`config.mk`:
```
export PLATFORM = sky130hd
export DESIGN_NAME = spi_mem_sequencer
export DESIGN_NICKNAME = d
export VERILOG_FILES = /design/src/rtl/spi_mem_sequencer.sv
export SDC_FILE = /design/constraint.sdc
export NUM_CORES = 1
export LEC_CHECK = 0
export CORE_MARGIN = 2
export CORE_UTILIZATION = 53
export CTS_BUF_LIST = sky130_fd_sc_hd__clkbuf_16
export CTS_CLUSTER_SIZE = 20
export DETAILED_ROUTE_END_ITERATION = 8
export HOLD_SLACK_MARGIN = 0.03
export PLACE_DENSITY = 0.79
export SKIP_CTS_REPAIR_TIMING = 1
export SLEW_MARGIN = 20
export SYNTH_ARGS = -nofsm -noshare
export SYNTH_HDL_FRONTEND = slang
export SYNTH_SLANG_ARGS = --single-unit
```
`constraint.sdc`:
```
create_clock -name clk -period 3.7 [get_ports clk]
set_input_delay 0.555 -clock clk [delete_from_list [all_inputs] [get_ports clk]]
set_output_delay 0.555 -clock clk [all_outputs]
set_load 0.01 [all_outputs]
```
`src/rtl/spi_mem_sequencer.sv`:
```
// spi_mem_sequencer: expands single-byte EEPROM read/write requests into SPI byte frames for M_SpiSender
module spi_mem_sequencer #(
  parameter int POLL_MAX = 1024
) (
  input  logic        clk,
  input  logic        rst,
  input  logic        cmd_valid,
  output logic        cmd_ready,
  input  logic        cmd_write,
  input  logic [15:0] cmd_addr,
  input  logic [7:0]  cmd_wdata,
  output logic        rsp_valid,
  output logic [7:0]  rsp_rdata,
  output logic        rsp_err,
  output logic        busy,
  output logic        eng_start,
  output logic        eng_continued,
  output logic [7:0]  eng_txData,
  input  logic [7:0]  eng_rxData,
  input  logic        eng_ready
);
  typedef enum logic [2:0] {IDLE, SEND, WAIT_DONE, NEXT, POLL, RESP} state_t;
  typedef enum logic [1:0] {F_READ, F_WREN, F_WRITE, F_RDSR} frame_t;
  localparam logic [15:0] PMAX = 16'(POLL_MAX);
  state_t state_q, state_d;
  frame_t frame_q, frame_d;
  logic [1:0] idx_q, idx_d;
  logic [15:0] addr_q, addr_d, poll_q, poll_d;
  logic [7:0] wdata_q, wdata_d, rx_q, rx_d, rdata_q, rdata_d, tx_q, tx_d, cmd_b, tx_b;
  logic cmd_ready_q, cmd_ready_d, rsp_valid_q, rsp_valid_d, rsp_err_q, rsp_err_d;
  logic busy_q, busy_d, start_q, start_d, cont_q, cont_d, load;
  function automatic logic [1:0] last_of(input frame_t f);
    return f == F_WREN ? 2'd0 : f == F_RDSR ? 2'd1 : 2'd3;
  endfunction
  // frame/byte sequencing and response decisions
  always_comb begin
    state_d = state_q;
    frame_d = frame_q;
    idx_d = idx_q;
    addr_d = addr_q;
    wdata_d = wdata_q;
    poll_d = poll_q;
    rx_d = rx_q;
    rdata_d = rdata_q;
    rsp_err_d = rsp_err_q;
    case (state_q)
      IDLE: if (cmd_valid && cmd_ready_q) begin
        state_d = SEND;
        frame_d = cmd_write ? F_WREN : F_READ;
        idx_d = 2'd0;
        addr_d = cmd_addr;
        wdata_d = cmd_wdata;
        poll_d = 16'd0;
      end
      SEND: state_d = eng_ready ? SEND : WAIT_DONE;
      WAIT_DONE: if (eng_ready) begin
        rx_d = eng_rxData;
        state_d = NEXT;
      end
      NEXT: if (idx_q != last_of(frame_q)) begin
        idx_d = idx_q + 2'd1;
        state_d = SEND;
      end else begin
        idx_d = 2'd0;
        case (frame_q)
          F_READ: begin
            state_d = RESP;
            rdata_d = rx_q;
            rsp_err_d = 1'b0;
          end
          F_WREN: begin
            frame_d = F_WRITE;
            state_d = SEND;
          end
          F_WRITE: begin
            frame_d = F_RDSR;
            state_d = SEND;
          end
          default: begin
            poll_d = poll_q + 16'd1;
            state_d = POLL;
          end
        endcase
      end
      POLL: begin
        state_d = (rx_q[0] && poll_q < PMAX) ? SEND : RESP;
        rdata_d = 8'h00;
        rsp_err_d = rx_q[0] && poll_q >= PMAX;
      end
      RESP: state_d = IDLE;
      default: state_d = IDLE;
    endcase
  end
  // registered outputs derived from the next state; tx byte latched only on SEND entry
  always_comb begin
    cmd_b = frame_d == F_READ ? 8'h03 : frame_d == F_WREN ? 8'h06 : frame_d == F_WRITE ? 8'h02 : 8'h05;
    tx_b = idx_d == 2'd0 ? cmd_b : frame_d == F_RDSR ? 8'hFF : idx_d == 2'd1 ? addr_d[15:8] :
           idx_d == 2'd2 ? addr_d[7:0] : frame_d == F_READ ? 8'hFF : wdata_d;
    load = state_d == SEND && state_q != SEND;
    tx_d = load ? tx_b : tx_q;
    cont_d = load ? idx_d != last_of(frame_d) : cont_q;
    start_d = state_d == SEND;
    busy_d = state_d != IDLE;
    rsp_valid_d = state_d == RESP;
    cmd_ready_d = state_d == IDLE && eng_ready;
  end
  // state and output registers
  always_ff @(posedge clk) begin
    if (rst) begin
      state_q <= IDLE;
      frame_q <= F_READ;
      idx_q <= 2'd0;
      addr_q <= 16'd0;
      wdata_q <= 8'd0;
      poll_q <= 16'd0;
      rx_q <= 8'd0;
      rdata_q <= 8'd0;
      rsp_err_q <= 1'b0;
      tx_q <= 8'hFF;
      cont_q <= 1'b0;
      start_q <= 1'b0;
      busy_q <= 1'b0;
      rsp_valid_q <= 1'b0;
      cmd_ready_q <= 1'b0;
    end else begin
      state_q <= state_d;
      frame_q <= frame_d;
      idx_q <= idx_d;
      addr_q <= addr_d;
      wdata_q <= wdata_d;
      poll_q <= poll_d;
      rx_q <= rx_d;
      rdata_q <= rdata_d;
      rsp_err_q <= rsp_err_d;
      tx_q <= tx_d;
      cont_q <= cont_d;
      start_q <= start_d;
      busy_q <= busy_d;
      rsp_valid_q <= rsp_valid_d;
      cmd_ready_q <= cmd_ready_d;
    end
  end
  assign cmd_ready = cmd_ready_q;
  assign rsp_valid = rsp_valid_q;
  assign rsp_rdata = rdata_q;
  assign rsp_err = rsp_err_q;
  assign busy = busy_q;
  assign eng_start = start_q;
  assign eng_continued = cont_q;
  assign eng_txData = tx_q;
endmodule

```
==> results of run 1 <==
==> power by group through the flow <==
stage	clock, mW	sequential, mW	combinational, mW
floorplan	0	0.887	0.0954
global placement	0	0.887	0.177
detailed placement	0	0.888	0.180
CTS	0.862	0.870	0.181
global route	0.895	0.872	0.197
finish	0.850	0.870	0.180
==> stage by stage <==
stage,hold WS (ps),utilization [%],cell area (µm²)
after floorplan,432,-,3630
after global placement,437,62.8,4220
after detailed placement,448,62.8,4220
after CTS,456,67.1,4510
after global routing,461,67.1,4510
final,452,67.1,4510
==> worst max-delay path, delay by kind of cell (launching register included) <==
family / cells / cell delay [ps]
AOI/OAI and AO/OA: 5 / 1150
buffers and inverters: 2 / 240
DFF: 1 / 370
adders and majority gates: 2 / 640
and+or+nand+nor: 3 / 710
==> path summary, 6_finish.rpt <==
kind,slack [ps],to,from
max,480,eng_txData[2],frame_q[1]
min,450,rsp_rdata[5],rx_q[5]
max reg2reg,480,eng_txData[2],frame_q[1]
min reg2reg,450,rsp_rdata[5],rx_q[5]
==> metal layers <==
metal / vias up / wire, µm / track usage [%]
met5: - / 0 / 0
met4: 0 / 96 / 5.97
met3: 14 / 370 / 7.90
met2: 79 / 3840 / 37.0
met1: 1415 / 3470 / 25.5
li1: 1536 / - / -
==> kinds of logic (layout without fill, tap and decap cells) <==
| group | count (synthesis) | after routing | share of synthesized area (%) |
|---|---|---|---|
| simple gates | 182 | 182 | 26.1 |
| fa+ha+maj | 10 | 10 | 3.44 |
| flops | 77 | 77 | 42.4 |
| compound gates | 74 | 74 | 13.6 |
| xor+xnor | 16 | 16 | 3.86 |
| mux | 23 | 23 | 6.51 |
| buf+inv | 33 | 87 | 4.13 |
==> cells in the final DEF, fill, tap and decap left out, drive strengths merged, types with 2 or more instances in the layout <==
cell	netlist	routed
clkdlybuf4s50	0	57
mux2i	21	21
a21oi	34	34
and2b	2	2
nand3b	2	2
a311oi	5	5
xnor2	4	4
mux2	2	2
dfxtp	77	77
and3	3	3
a41oi	2	2
o31ai	2	2
nor2b	7	7
nand2b	5	5
or2	2	2
a211o	2	2
o21bai	2	2
a221o	2	2
clkinvlp	0	3
o21ai	11	11
ha	10	10
nand4	3	3
nor4	2	2
and2	3	3
clkinv	0	3
or3b	7	7
and4	2	2
and4bb	2	2
a31oi	4	4
nand3	14	14
nand2	48	48
clkbuf	11	9
xor2	12	12
or3	5	5
inv	10	10
nor2	63	63
nor3	7	7
buf	12	4
==> sequential cells by signal, indices dropped and copies added (netlist names) <==
register and flops:
addr_q 16, rsp_rdata 8, cmd_ready 1, state_q 3, idx_q 2, busy 1
wdata_q 8, poll_q 16, eng_start 1, eng_continued 1, rx_q 8, frame_q 2
rsp_valid 1, eng_txData 8, rsp_err 1
==> cell type report <==
type / instances / area, µm²
fill: 544 / 2210
multi-input combinational: 305 / 1940
sequential: 77 / 1540
timing repair buffer: 61 / 598
clock buffer: 9 / 225
tap: 80 / 100
clock inverter: 7 / 66.3
inverter: 10 / 37.5
==> metrics.txt, run 1 <==
status=finished clean; first-pass GRT wire length=12.8 mm; fin crit share=roughly 87%; CP endpoint kind=flop; Area Overhead vs Synth=24.1%; Slowest Stage Delay on Critical Path=500 ps; CTS tree=built; sequential power share=45.8%; crit path DAT=3430 ps; Placed Cells incl. Taps=533; DP HPWL=between 5 and 6 mm; ys async rst share=0%; GPL Wtd Cong=0.893; MaxCap Viol Count=0; CORE AREA=between 0.006 and 0.007 mm²; global-route usage over all layers=between 20% and 30%; pre-CTS WS=approximately 410 ps; worst-path cell chain=inv_1 > ha_1 > nand2b_1 > a2bb2oi_1 > o21ai_0 > nand2b_1 > a222oi_1 > inv_1 > ha_1 > or3_1 > a211oi_1 > o31ai_1; P_sw=0.433 mW; Pins Over Slew Limit=0; Avg Cell Area, Syn=8.76 µm²; Setup-failing EPs final=0; RSZ-0062 raised after global routing=false; CTS max path bufs=2; DR pass1 iterations=4; Internal=1.47 mW; top post-synthesis cells by count=dfxtp_1, nor2_1, nand2_1, a21oi_1, mux2i_1; Clock Root Buffer=clkbuf_16; Std-Cell Rows=30; Worst Tran Pin Value=669 ps; Starting Density=54.1%; Final ANT Viol Nets=0; Layout Nets=511; switching share of power=22.8%; total wire length=7.78 mm; ant diodes=0; vias in the first global route=2,851; die width=86.8 µm; GR Overflow Total=0; post-synth top area cell=dfxtp_1; WP data required=3900 ps; die area=approximately 0.0075 mm²; Ys Warns=0; EDFF count, synth=0; Post-Layout Cell Count=around 550; top-area cell type share of the netlist area=42.4%; crit path launch type=flop; critical path class=reg2reg; initial antenna violation count=0; Design Power=1.90 mW; DRC violations left=0; HP Class=reg2reg; synth unique cells=62; Mapped Area=0.00363 mm²; Seq/Total Area, Yosys=a little over two fifths; Pleak=1.67 nW; crit path max fanout=12; clock slew at reported path FFs=approximately 60 ps; I/O Buffers=just under 60; Peak VDD IR=503 µV; Total Neg Setup Slack=0 ps; main flop type after synthesis=dfxtp_1; TritonCTS Buffers=9; combinational share of power=roughly a tenth; share of layout cells above drive strength 1=7.89%; Crit-path slowest cell=a222oi_1; fmax=between 300 and 400 MHz; Synth Instances=about 420; Syn Nets=462; register bit total from synthesis=77; PnR worst setup slack=476 ps; clock sinks=between 70 and 80; Worst Clk Skew=5.26 ps; Tmin final=3220 ps; Hold Path Depth=2; Slew headroom=55.3%; wire per inst=14.2 µm; ranking of synthesized cells by area=dfxtp_1, nor2_1, mux2i_1, nand2_1, a21oi_1; PwrDens=between 400 and 500 mW/mm²; vias per cell=approximately 5.5; Hold Violations, Final=0; largest net degree at the start of global routing=38; clock latency at the later pin of the worst-skew pair=330 ps; initial DRC count=around 140; count leader, synth=dfxtp_1; clock share of power=44.7%; io pins=a little under 60; vias=3,044; Reg2Reg Depth=12; Die H=between 80 and 90 µm; H-tree lvl count=3
No activity file was read; power rests on OpenSTA's default activity.
==> run 2, diff against run 1 <==
--- a/config.mk
+++ b/config.mk
@@ -6,12 +6,12 @@
 export NUM_CORES = 1
 export LEC_CHECK = 0
 export CORE_MARGIN = 2
-export CORE_UTILIZATION = 53
+export CORE_UTILIZATION = 45
 export CTS_BUF_LIST = sky130_fd_sc_hd__clkbuf_16
 export CTS_CLUSTER_SIZE = 20
 export DETAILED_ROUTE_END_ITERATION = 8
 export HOLD_SLACK_MARGIN = 0.03
-export PLACE_DENSITY = 0.79
+export PLACE_DENSITY = 0.69
 export SKIP_CTS_REPAIR_TIMING = 1
 export SLEW_MARGIN = 20
 export SYNTH_ARGS = -nofsm -noshare
==> run 2 against run 1 <==
Net effect:
- final area increased by 0.19%
- clock skew increased by 1.9 ps
- final cell count increased by 4.0%
==> metrics.txt, run 2 (synthesized netlist as in run 1, its figures left out) <==
Tmin final=3190 ps (was 3220 ps); Reg area=0.00154 mm² (unchanged); die area=0.00881 mm² (was 0.00753 mm²); Worst Tran Pin Value=608 ps (was 669 ps); GR Overflow Total=0 (unchanged); Std-Cell Rows=32 (was 30); crit path max fanout=12 (unchanged); clock sinks=77 (unchanged); first-pass GRT wire length=13.0 mm (was 12.8 mm); Pins Over Slew Limit=0 (unchanged); wire per inst=13.5 µm (was 14.2 µm); CTS tree=built (unchanged); ant diodes=0 (unchanged); Largest regs=addr_q x16, poll_q x16 (unchanged); share of layout cells above drive strength 1=8.10% (was 7.89%); TritonCTS Buffers=9 (unchanged); critical path class=reg2reg (unchanged); initial antenna violation count=0 (unchanged); most frequent cells in the layout=dfxtp_1, nor2_1, clkdlybuf4s50_1, nand2_1, a21oi_1 (unchanged); final core utilization=58.2% (was 67.1%); total wire length=7.73 mm (was 7.78 mm); PwrDens=406 mW/mm² (was 421 mW/mm²); DRC violations left=0 (unchanged); Final ANT Viol Nets=0 (unchanged); WP data required=3900 ps (about the same); HP Class=reg2reg (unchanged); Post-Layout Cell Count=571 (was 549); crit path DAT=3390 ps (was 3430 ps); I/O Buffers=58 (unchanged); commonest non-fill, non-tap cell in the layout=dfxtp_1 (unchanged); die width=93.9 µm (was 86.8 µm); clock latency at the later pin of the worst-skew pair=330 ps (about the same); CP endpoint kind=flop (unchanged); Setup-failing EPs final=0 (unchanged); Die H=93.9 µm (was 86.8 µm); Layout Nets=512 (was 511); vias in the first global route=2,761 (was 2,851); largest net degree at the start of global routing=47 (was 38); Total Neg Setup Slack=0 ps (unchanged); initial DRC count=148 (was 142); r2r setup slk=510 ps (was 480 ps); clock slew at reported path FFs=60 ps (about the same); CORE AREA=0.00777 mm² (was 0.00672 mm²); Fill cells=713 (was 544); Area Overhead vs Synth=24.4% (was 24.1%); Starting Density=46.8% (was 54.1%); area of the multi-input gates=0.00194 mm² (unchanged); Worst Clk Skew=7.12 ps (was 5.26 ps); vias=2,983 (was 3,044); io pins=59 (unchanged); Clock Root Buffer=clkbuf_16 (unchanged); MaxCap Viol Count=0 (unchanged); GPL Wtd Cong=0.815 (was 0.893); global-route usage over all layers=18.6% (was 21.6%); crit path launch type=flop (unchanged); Hold Violations, Final=0 (unchanged); fin crit share=86.3% (was 87.1%); Pleak=1.67 nW (about the same); Slew headroom=59.5% (was 55.3%); DR pass1 iterations=4 (unchanged); H-tree lvl count=3 (unchanged); Peak VDD IR=247 µV (was 503 µV); vias per cell=5.22 (was 5.54); CTS max path bufs=2 (unchanged); Placed Cells incl. Taps=556 (was 533); fmax=313 MHz (was 310 MHz); final non-filler cell area=0.00452 mm² (was 0.00451 mm²); DP HPWL=5.56 mm (about the same); status=finished clean (unchanged); RSZ-0062 raised after global routing=false (unchanged); dpl cell area=0.00425 mm² (was 0.00422 mm²)
==> run 2: changes by cell type in the layout (fill, tap and decap cells not counted), sizes merged <==
cell	delta
clkinvlp	-2
buf	+1
bufinv	-1
clkinv	+1
inv	+1
==> run 2: cell type report <==
| type | instances | area share (%) |
|---|---|---|
| Multi-Input combinational cell | 305 | 43.0 |
| Sequential cell | 77 | 34.1 |
| Clock buffer | 9 | 4.98 |
| Inverter | 10 | 0.831 |
| Tap cell | 102 | 2.82 |
| Clock inverter | 6 | 0.886 |
| Timing Repair Buffer | 62 | 13.4 |
==> run 2: final timing paths <==
| path | end | startpoint | cells past startpoint |
|---|---|---|---|
| worst max-delay path | eng_txData[2] | frame_q[1] | 12 |
| worst min-delay path | rsp_rdata[2] | rx_q[2] | 2 |
| worst max register to register | eng_txData[2] | frame_q[1] | 12 |
| worst min register to register | rsp_rdata[2] | rx_q[2] | 2 |
==> run 2: through the flow <==
stage          hold slack [ps]  worst slack, ps  total power, mW
2_1_floorplan              432              810            0.983
3_3_place_gp               441              480             1.07
3_5_place_dp               444              397             1.07
4_1_cts                    452              497             1.85
5_1_grt                    457              132             1.91
6_report                   450              507             1.83
==> run 2: power by group <==
part	internal (mW)	total, mW	switching [mW]
combinational	0.0966	0.179	0.0819
clock	0.449	0.786	0.336
sequential	0.854	0.870	0.0157
total	1.40	1.83	0.434
==> run 2: critical path: stages, from the launching register on <==
cell       delay (ps)
dfxtp_1           380
inv_1             100
ha_1              280
nand2b_1          190
a2bb2oi_1         160
o21ai_0           180
nand2b_1           90
a222oi_1          500
inv_1             140
ha_1              360
or3_1             420
a211oi_1          180
o31ai_1            80
==> run 2: routing by layer <==
metal	vias up	part of all wire [%]	track usage, %
li1	1540	-	-
met1	1379	49	25.3
met2	56	45	29.0
met3	8	4.5	3.77
met4	0	1.2	7.37
met5	-	0	0
